===== src/rtl/sftb_pkg.sv =====
// Shared types and constants for the stereo frame scheduler.
package sftb_pkg;

  typedef enum logic {
    IDLE = 1'b0,
    REQ  = 1'b1
  } fetch_state_e;

  localparam logic CHANNEL_LEFT  = 1'b0;
  localparam logic CHANNEL_RIGHT = 1'b1;

  localparam int unsigned UNDERRUN_COUNT_WIDTH = 16;

endpackage


===== src/rtl/stereo_pair_fifo.sv =====
// Synchronous FIFO of packed {left,right} stereo pairs; DEPTH must be a power of two.
module stereo_pair_fifo #(
  parameter int unsigned DEPTH = 4,
  parameter int unsigned WIDTH = 64
) (
  input  logic                     clock,
  input  logic                     reset_n,
  input  logic                     push,
  input  logic [WIDTH-1:0]         push_data,
  input  logic                     pop,
  output logic [WIDTH-1:0]         head_c,
  output logic [$clog2(DEPTH):0]   level,
  output logic                     full_c,
  output logic                     empty_c
);

  localparam int unsigned PTR_WIDTH   = $clog2(DEPTH);
  localparam int unsigned LEVEL_WIDTH = PTR_WIDTH + 1;

  logic [WIDTH-1:0]     mem [DEPTH];
  logic [PTR_WIDTH-1:0] wr_ptr;
  logic [PTR_WIDTH-1:0] rd_ptr;

  always_ff @(posedge clock) begin
    if (push) begin
      mem[wr_ptr] <= push_data;
    end
  end

  // Pointers wrap naturally because DEPTH is a power of two.
  always_ff @(posedge clock) begin
    if (!reset_n) begin
      wr_ptr <= '0;
      rd_ptr <= '0;
      level  <= '0;
    end else begin
      if (push) begin
        wr_ptr <= wr_ptr + PTR_WIDTH'(1);
      end
      if (pop) begin
        rd_ptr <= rd_ptr + PTR_WIDTH'(1);
      end
      if (push && !pop) begin
        level <= level + LEVEL_WIDTH'(1);
      end else if (pop && !push) begin
        level <= level - LEVEL_WIDTH'(1);
      end
    end
  end

  assign head_c  = mem[rd_ptr];
  assign full_c  = (level == LEVEL_WIDTH'(DEPTH));
  assign empty_c = (level == '0);

endmodule


===== src/rtl/stereo_frame_scheduler.sv =====
// Paces stereo frames from a prefetch FIFO onto a left/right multiplexed output bus.
// SFTB_MUTE_ON_UNDERRUN_EN: underrun frames output zeros instead of repeating the last pair.
module stereo_frame_scheduler
  import sftb_pkg::*;
#(
  parameter int unsigned CLOCK_DIV    = 256,
  parameter int unsigned FIFO_DEPTH   = 4,
  parameter int unsigned SAMPLE_WIDTH = 32
) (
  input  logic                              clock,
  input  logic                              reset_n,
  input  logic                              enable,
  output logic                              src_req,
  input  logic                              src_ack,
  input  logic signed [SAMPLE_WIDTH-1:0]    src_left,
  input  logic signed [SAMPLE_WIDTH-1:0]    src_right,
  output logic signed [SAMPLE_WIDTH-1:0]    out_sample,
  output logic                              out_channel,
  output logic                              out_valid,
  output logic                              underrun,
  output logic [UNDERRUN_COUNT_WIDTH-1:0]   underrun_count,
  output logic [$clog2(FIFO_DEPTH):0]       fifo_level
);

  localparam int unsigned CNT_WIDTH  = $clog2(CLOCK_DIV);
  localparam int unsigned PAIR_WIDTH = 2 * SAMPLE_WIDTH;
  localparam logic [CNT_WIDTH-1:0] CNT_LAST = CNT_WIDTH'(CLOCK_DIV - 1);
  localparam logic [UNDERRUN_COUNT_WIDTH-1:0] COUNT_MAX = '1;

  fetch_state_e                   fetch_state;
  logic [CNT_WIDTH-1:0]           frame_cnt;
  logic                           right_pending;
  logic signed [SAMPLE_WIDTH-1:0] right_hold;

  logic [PAIR_WIDTH-1:0]          fifo_head_c;
  logic signed [SAMPLE_WIDTH-1:0] head_left_c;
  logic signed [SAMPLE_WIDTH-1:0] head_right_c;
  logic signed [SAMPLE_WIDTH-1:0] sub_left_c;
  logic signed [SAMPLE_WIDTH-1:0] sub_right_c;
  logic                           fifo_full_c;
  logic                           fifo_empty_c;
  logic                           push_c;
  logic                           pop_c;
  logic                           strobe_c;

  assign push_c       = (fetch_state == REQ) && src_ack;
  assign strobe_c     = enable && (frame_cnt == CNT_LAST);
  assign pop_c        = strobe_c && !fifo_empty_c;
  assign head_left_c  = fifo_head_c[PAIR_WIDTH-1:SAMPLE_WIDTH];
  assign head_right_c = fifo_head_c[SAMPLE_WIDTH-1:0];

  stereo_pair_fifo #(
    .DEPTH (FIFO_DEPTH),
    .WIDTH (PAIR_WIDTH)
  ) u_fifo (
    .clock     (clock),
    .reset_n   (reset_n),
    .push      (push_c),
    .push_data ({src_left, src_right}),
    .pop       (pop_c),
    .head_c    (fifo_head_c),
    .level     (fifo_level),
    .full_c    (fifo_full_c),
    .empty_c   (fifo_empty_c)
  );

  // Fetch FSM: request only when there is room, so a push never meets a full FIFO.
  always_ff @(posedge clock) begin
    if (!reset_n) begin
      fetch_state <= IDLE;
      src_req     <= 1'b0;
    end else begin
      case (fetch_state)
        IDLE: begin
          if (!fifo_full_c) begin
            fetch_state <= REQ;
            src_req     <= 1'b1;
          end
        end
        REQ: begin
          if (src_ack) begin
            fetch_state <= IDLE;
            src_req     <= 1'b0;
          end
        end
        default: begin
          fetch_state <= IDLE;
          src_req     <= 1'b0;
        end
      endcase
    end
  end

  always_ff @(posedge clock) begin
    if (!reset_n || !enable) begin
      frame_cnt <= CNT_LAST;
    end else if (frame_cnt == CNT_LAST) begin
      frame_cnt <= '0;
    end else begin
      frame_cnt <= frame_cnt + CNT_WIDTH'(1);
    end
  end

`ifdef SFTB_MUTE_ON_UNDERRUN_EN
  assign sub_left_c  = '0;
  assign sub_right_c = '0;
`else
  logic signed [SAMPLE_WIDTH-1:0] last_left;
  logic signed [SAMPLE_WIDTH-1:0] last_right;

  always_ff @(posedge clock) begin
    if (!reset_n) begin
      last_left  <= '0;
      last_right <= '0;
    end else if (pop_c) begin
      last_left  <= head_left_c;
      last_right <= head_right_c;
    end
  end

  assign sub_left_c  = last_left;
  assign sub_right_c = last_right;
`endif

  // Right half is latched at the strobe so it completes even if enable drops.
  always_ff @(posedge clock) begin
    if (!reset_n) begin
      out_sample     <= '0;
      out_channel    <= CHANNEL_LEFT;
      out_valid      <= 1'b0;
      underrun       <= 1'b0;
      underrun_count <= '0;
      right_pending  <= 1'b0;
      right_hold     <= '0;
    end else begin
      out_valid <= 1'b0;
      underrun  <= 1'b0;
      if (strobe_c) begin
        out_valid     <= 1'b1;
        out_channel   <= CHANNEL_LEFT;
        right_pending <= 1'b1;
        if (fifo_empty_c) begin
          out_sample <= sub_left_c;
          right_hold <= sub_right_c;
          underrun   <= 1'b1;
          if (underrun_count != COUNT_MAX) begin
            underrun_count <= underrun_count + UNDERRUN_COUNT_WIDTH'(1);
          end
        end else begin
          out_sample <= head_left_c;
          right_hold <= head_right_c;
        end
      end else if (right_pending) begin
        out_valid     <= 1'b1;
        out_channel   <= CHANNEL_RIGHT;
        out_sample    <= right_hold;
        right_pending <= 1'b0;
      end
    end
  end

endmodule


===== config.mk =====
export PLATFORM = sky130hd
export DESIGN_NAME = stereo_frame_scheduler
export DESIGN_NICKNAME = d
export VERILOG_FILES = /design/src/rtl/sftb_pkg.sv /design/src/rtl/stereo_pair_fifo.sv /design/src/rtl/stereo_frame_scheduler.sv
export SDC_FILE = /design/constraint.sdc
export NUM_CORES = 1
export LEC_CHECK = 0
export CAP_MARGIN = 20
export CORE_UTILIZATION = 60
export CTS_BUF_LIST = sky130_fd_sc_hd__clkbuf_8
export CTS_CLUSTER_DIAMETER = 50
export CTS_CLUSTER_SIZE = 10
export DETAILED_ROUTE_END_ITERATION = 6
export GPL_TIMING_DRIVEN = 0
export PLACE_DENSITY = 0.81
export SLEW_MARGIN = 10
export SYNTH_ARGS = -nofsm -noshare
export SYNTH_HDL_FRONTEND = slang
export SYNTH_HIERARCHICAL = 1
export SYNTH_SLANG_ARGS = --single-unit

===== constraint.sdc =====
create_clock -name clock -period 5.6 [get_ports clock]
set_input_delay 1.12 -clock clock [delete_from_list [all_inputs] [get_ports clock]]
set_output_delay 1.12 -clock clock [all_outputs]
set_load 0.05 [all_outputs]

Word-level counts from Yosys, hierarchy flattened:

Memories as Yosys holds them, arrays and structs flattened. A register that Yosys moved wholly into a read port is not among the register bits.
Index checks and enable logic that the tools add are counted.

* memories kept: 1
* output and inout port bits: 55
* register bits after elaboration: 165
* bits of input ports: 68
* RAM bits: 256

Memories
* u_fifo.mem: words 4, bits a word 64, rd ports 1, clocked after memory_dff 1, write ports 1, line stereo_pair_fifo.sv:20 `logic [WIDTH-1:0] mem [DEPTH];`

* mux-type cells: 21
* equality and inequality tests: 5
* reduce and logical (&&, ||, !) cells: 18
* add/sub/neg operators: 6
* bitwise logic cells: 2

Operators by type and width (number)
* $mux W32: 4
* $add A16 B1 Y16 const B: 1
* $ne A16 B16 Y1 const B: 1
* $mux W1: 10
* $add A8 B1 Y8 const B: 1
* $eq A8 B8 Y1 const B: 1
* $mux W8: 1
* $mux W3: 2
* $logic_and A1 B1 Y1: 5
* $logic_not A1 Y1: 5
* $add A2 B1 Y2 const B: 2
* $mux W2: 2
* $ne A2 B2 Y1 const B: 2
* $pmux W1 S2: 2
* $reduce_and A2 Y1: 2
* $reduce_bool A2 Y1: 2
* $add A3 B1 Y3 const B: 1
* $eq A3 B3 Y1 const B: 1
* $logic_not A3 Y1: 1
* $reduce_and A3 Y1: 1
* $sub A3 B1 Y3 const B: 1
* $not A1 Y1: 2
* $reduce_or A2 Y1: 1
* $logic_or A1 B1 Y1: 1

Logic depth before layout (Yosys ltp):

Gate-level depths: netlist (run 1).

* depth after elaboration: 6
* gate-level depth with buffers: 12
* gate-level depth less buffers: 11

Cells and area by module:

The synthesis (run 1) kept the hierarchy.

Modules (own cells, without submodules)
* stereo_pair_fifo: seq. area each 7867.5 um^2, times used 1, cells an instance 377, area an instance 9755.6 um^2
* stereo_frame_scheduler: seq. area each 3163.0 um^2, times used 1, cells an instance 766, area an instance 7136.8 um^2

Worst setup path before layout (run 1):

No wires, ideal clock.

* path kind: input to register
* from: input port src_ack
* to: memory u_fifo.mem[0][0], enable pin
* stages: 3
* setup slack: 2293 ps
* arrival time: 2879 ps
* setup time: 429 ps
* path through: nand2_1 inv_1 and2_1

* cells in the longest elaborated chain, start to end: 3

Ends and longest elaborated chain
* from (decl): line stereo_frame_scheduler.sv:14 `input logic src_ack,`
* $logic_and A1 B1 Y1: line stereo_frame_scheduler.sv:46 `assign push_c = (fetch_state == REQ) && src_ack;`
* via push_c: line stereo_frame_scheduler.sv:42 `logic push_c;`
* $mux W1: line stereo_pair_fifo.sv:25 `if (push) begin`
* $mux W1 (not written as such): line stereo_pair_fifo.sv:26 `mem[wr_ptr] <= push_data;`
* to (decl): line stereo_pair_fifo.sv:20

The timed path passes the listed nets, and every way through them passes these cells.

Worst setup path in the final report (run 1):

* from: input port enable
* to: register u_fifo.level[2]

* cells in the longest elaborated chain, start to end: 5
* elaborated cells on any way between the ends: 7

Ends and longest elaborated chain
* from (decl): line stereo_frame_scheduler.sv:12 `input logic enable,`
* $logic_and A1 B1 Y1 (*): line stereo_frame_scheduler.sv:47 `assign strobe_c = enable && (frame_cnt == CNT_LAST);`
* $logic_and A1 B1 Y1 (*): line stereo_frame_scheduler.sv:48 `assign pop_c = strobe_c && !fifo_empty_c;`
* via pop_c: line stereo_frame_scheduler.sv:43 `logic pop_c;`
* $logic_not A1 Y1: line stereo_pair_fifo.sv:43 `if (push && !pop) begin`
* $logic_and A1 B1 Y1: line stereo_pair_fifo.sv:43
* $mux W3 or $reduce_bool A2 Y1 (tied branches)
* to (signal assigned): line stereo_pair_fifo.sv:44 `level <= level + LEVEL_WIDTH'(1);`
* to (signal assigned): line stereo_pair_fifo.sv:46 `level <= level - LEVEL_WIDTH'(1);`
* to (decl): line stereo_pair_fifo.sv:12 `output logic [$clog2(DEPTH):0] level,`

Mark *: on every way through the listed nets, which the timed path passes. The rest lies on a longest branch.
A chain may end at the register's enable or synchronous reset.

==> results of run 1 <==
==> worst max-delay path by stage <==
stage                  from                end  slack, ns
floorplan           src_ack   u_fifo/mem[0][0]       2.29
global placement    src_ack  u_fifo/mem[3][50]       0.57
detailed placement   enable    u_fifo/level[2]       1.78
CTS                  enable    u_fifo/level[2]       2.37
global route         enable    u_fifo/level[2]       2.20
finish               enable    u_fifo/level[2]       2.34
==> synth_stat cells (3+ instances only) <==
| cell | instances | area (um2) |
|---|---|---|
| or3_1 | 3 | 18.8 |
| nor3_1 | 4 | 20.0 |
| nand3_1 | 8 | 40.0 |
| inv_1 | 7 | 26.3 |
| nand2b_1 | 6 | 37.5 |
| clkbuf_1 | 26 | 97.6 |
| dfxtp_1 | 167 | 3340 |
| and2_1 | 11 | 68.8 |
| ha_1 | 7 | 87.6 |
| xnor2_1 | 4 | 35.0 |
| and3_1 | 3 | 18.8 |
| nand2_2 | 50 | 313 |
| nor4_1 | 4 | 25.0 |
| mux2i_1 | 72 | 721 |
| o31ai_1 | 8 | 60.1 |
| nor2b_1 | 35 | 219 |
| mux4_1 | 4 | 105 |
| edfxtp_1 | 256 | 7690 |
| nor2_1 | 42 | 158 |
| or4_1 | 8 | 60.1 |
| o21ai_0 | 7 | 35.0 |
| nand4_1 | 9 | 56.3 |
| mux4_2 | 60 | 1350 |
| nand2_1 | 95 | 357 |
| a211oi_1 | 96 | 721 |
| xor2_1 | 6 | 52.6 |
| and4_1 | 4 | 35.0 |
| a21oi_2 | 50 | 438 |
| buf_12 | 12 | 240 |
| buf_2 | 36 | 180 |
| a21oi_1 | 25 | 125 |
==> logic make-up (layout without fill, tap and decap cells) <==
logic type / Yosys count / in the layout / synth area share
AOI/OAI and AO/OA: 190 / 190 / 0.0835
muxes: 136 / 136 / 0.129
DFF: 423 / 423 / 0.653
and+or+nand+nor: 288 / 288 / 0.0886
buffers and inverters: 88 / 304 / 0.0345
adders and majority gates: 8 / 8 / 0.00637
xor gates and xnor gates: 10 / 10 / 0.00518
==> power by group through the flow <==
stage	registers [mW]	clock network (mW)	logic, mW
2_1_floorplan	3.73	0	0.793
3_3_place_gp	3.63	0	1.28
3_5_place_dp	3.63	0	1.31
4_1_cts	3.56	1.93	1.32
5_1_grt	3.57	2.07	1.40
6_report	3.56	1.90	1.31
==> layer usage <==
layer / GRT usage / share of wire
met1: 0.347 / 0.42
met2: 0.416 / 0.48
met3: 0.0408 / 0.070
met4: 0.0862 / 0.031
met5: 0 / 0
==> layout by cell type (no fill, tap or decap), types with 6 or more instances in the layout <==
| cell | count |
|---|---|
| nand2_2 | 50 |
| nor2b_1 | 35 |
| mux4_2 | 60 |
| a21oi_2 | 50 |
| xor2_1 | 6 |
| edfxtp_1 | 256 |
| or4_1 | 8 |
| clkdlybuf4s50_1 | 122 |
| dfxtp_1 | 167 |
| o31ai_1 | 8 |
| buf_2 | 36 |
| clkbuf_1 | 26 |
| nand3_1 | 8 |
| ha_1 | 7 |
| a211oi_1 | 96 |
| nand4_1 | 9 |
| nand2_1 | 95 |
| clkbuf_8 | 53 |
| nand2b_1 | 6 |
| inv_1 | 41 |
| nor2_1 | 42 |
| and2_1 | 7 |
| buf_12 | 16 |
| a21oi_1 | 25 |
| o21ai_0 | 7 |
| mux2i_1 | 72 |
==> layout make-up <==
cell class                      count  area (um2)
Inverter                            9        33.8
Buffer                             79         549
Sequential cell                   423       11000
Timing Repair Buffer              126        1300
Clock inverter                     37         145
Clock buffer                       53         729
Multi-Input combinational cell    632        5290
Tap cell                          378         473
Fill cell                        1863        8150
==> state kept, by name, indices dropped and copies added (netlist names), 2 cells and up, named ones only <==
signal and flops:
u_fifo/mem 256, last_left 32, last_right 32, out_sample 32, right_hold 32, underrun_count 16, frame_cnt 8, u_fifo/level 3
u_fifo/rd_ptr 2, u_fifo/wr_ptr 2
==> critical path, cell delays in order <==
cell	delay, ns
clkdlybuf4s50_1	0.54
inv_1	0.11
or4_4	0.54
inv_2	0.10
buf_2	0.29
inv_1	0.08
ha_1	0.21
inv_1	0.07
fa_1	0.18
xor2_1	0.07
or3_1	0.29
a21boi_0	0.16
==> stage by stage <==
stage          power (mW)  utilization  cell area, um2  setup slack (ns)
6_report             6.77        0.706           19600              2.34
5_1_grt              7.04        0.706           19600              2.20
4_1_cts              6.81        0.706           19600              2.37
3_5_place_dp         4.93        0.674           18700              1.78
3_3_place_gp         4.91        0.671           18600             0.573
2_1_floorplan        4.52            -           16900              2.29
==> flow_metrics.py, run 1 <==
metrics = {
    "logic_synthesis": {
        "ys_warn_count": 6,
        "avgSynthCellArea_um2": 14.8,
        "ys_seq_area_frac": 0.653,
        "synth_edf_count": 256,
        "ys.flop_type": "edfxtp_1",
        "async_flop_share": 0,
        "synth_cells": 1143,
        "netlist_area_mm2": 0.0169,
        "synth_cell_types": 45,
        "synth-seq-cells": 423,
        "synth_nets": 1219,
    },
    "worst_setup_path": {
        "regToRegSetupSlack_ns": 2.56,
        "r2r_end": "u_fifo/level[2]",
        "critPathMaxFanout": 12,
        "cp.required_ns": 6.09,
        "timing_worst_setup_path_type": "primary input to flop",
        "end_kind": "flop",
        "arrival_ns": 3.75,
        "reg2reg_from": "u_fifo/level[0]",
        "rr_worst_depth": 11,
        "worstSetupStartpointType": "primary input",
    },
    "cells_and_area": {
        "final_nets": 1396,
        "area_delta_synth_final_pct": 15.7,
        "fin_cells": 1737,
        "drive_gt1_frac": 0.207,
        "antenna_cells": 0,
    },
    "die": {
        "die_w_um": 170,
        "start_util": 0.610,
        "std_cell_rows": 61,
        "die_y_um": 170,
        "io_pins": 123,
        "die_area_mm2": 0.0288,
        "core_mm2": 0.0277,
    },
    "pwr": {
        "ir_drop_mv": 0.243,
        "internal_power_mw": 4.87,
        "power_frac_comb": 0.193,
        "power_density_mw_per_mm2": 346,
        "p_seq_frac": 0.526,
        "clkPwrFrac": 0.281,
        "switchingPower_mw": 1.90,
        "sw_frac_of_total": 0.280,
        "power.leakage_nw": 6.56,
    },
    "detailed_routing": {
        "drc_errors": 0,
        "wl_um": 35500,
        "ant_nets": 0,
        "vias": 10119,
        "wl_per_cell_um": 20.4,
        "via_per_inst": 5.83,
        "first_pass_iters": 7,
        "drt_iter0_drc": 961,
    },
    "timing": {
        "min_period_ns": 3.26,
        "tns_ns": 0,
        "setup_violations": 0,
        "grt_setup_unrepaired": "false",
        "hold_viol": 0,
        "worstMarginPinSlew_ns": 0.877,
        "fin_skew_ns": 0.0303,
        "whs_ns": 0.458,
        "finalMaxSlewViolations": 0,
        "fmax_mhz": 306,
        "maxSlewHeadroom": 0.411,
        "period_share": 0.583,
    },
    "flow_run": {
        "cap_violations": 0,
    },
    "clock_network": {
        "cts_resized": 0,
        "cts_setup_buffers": 0,
        "clock_sinks": 423,
        "holdBufCountCts": 0,
        "cts_max_path_buffers": 3,
        "cts_made_buffers": 49,
        "cts_htree_levels": 2,
        "insertion_delay_ns": 0.58,
        "clkTransAtPathRegs_ns": 0.07,
        "root_buffer": "clkbuf_8",
        "cts_tree": "yes",
    },
    "run_status": {
        "outcome": "complete, no violations",
    },
    "global_routing": {
        "overflow": 0,
        "antenna_found_initial": 0,
        "grt.total_usage": 0.254,
        "grt_max_degree": 38,
        "grt_pass1_wl_um": 55200,
        "grt_pass1_vias": 10083,
    },
    "placement": {
        "port_buffers": 122,
        "gp_congestion": 0.922,
        "hpwl_um": 24200,
        "dp_cells": 1647,
    },
    "hold_path": {
        "min_to": "last_right[19]",
        "min-delay-start": "last_right[19]",
        "hold_path.class": "flop to flop",
        "whs_path_depth": 2,
    },
}
(Power assumes the default switching activity.)
==> run 2, diff against run 1 <==
==> constraint.sdc (replaced) <==
create_clock -name clock -period 3.3 [get_ports clock]
set_input_delay 0.66 -clock clock [delete_from_list [all_inputs] [get_ports clock]]
set_output_delay 0.66 -clock clock [all_outputs]
set_load 0.05 [all_outputs]
==> results of run 2 <==
Same layout as run 1 (identical final DEF). Status: complete, no violations.
Main changes from that run: setup slack after placement 1.78 ns -> -0.0625 ns; setup slack after layout 2.34 ns -> 0.263 ns; start point of the critical path enable -> u_fifo/level[0]; register-to-register setup slack 2.56 ns -> 0.26 ns; total power 6.77 mW -> 11.5 mW; worst IR drop on VDD 0.243 mV -> 0.413 mV
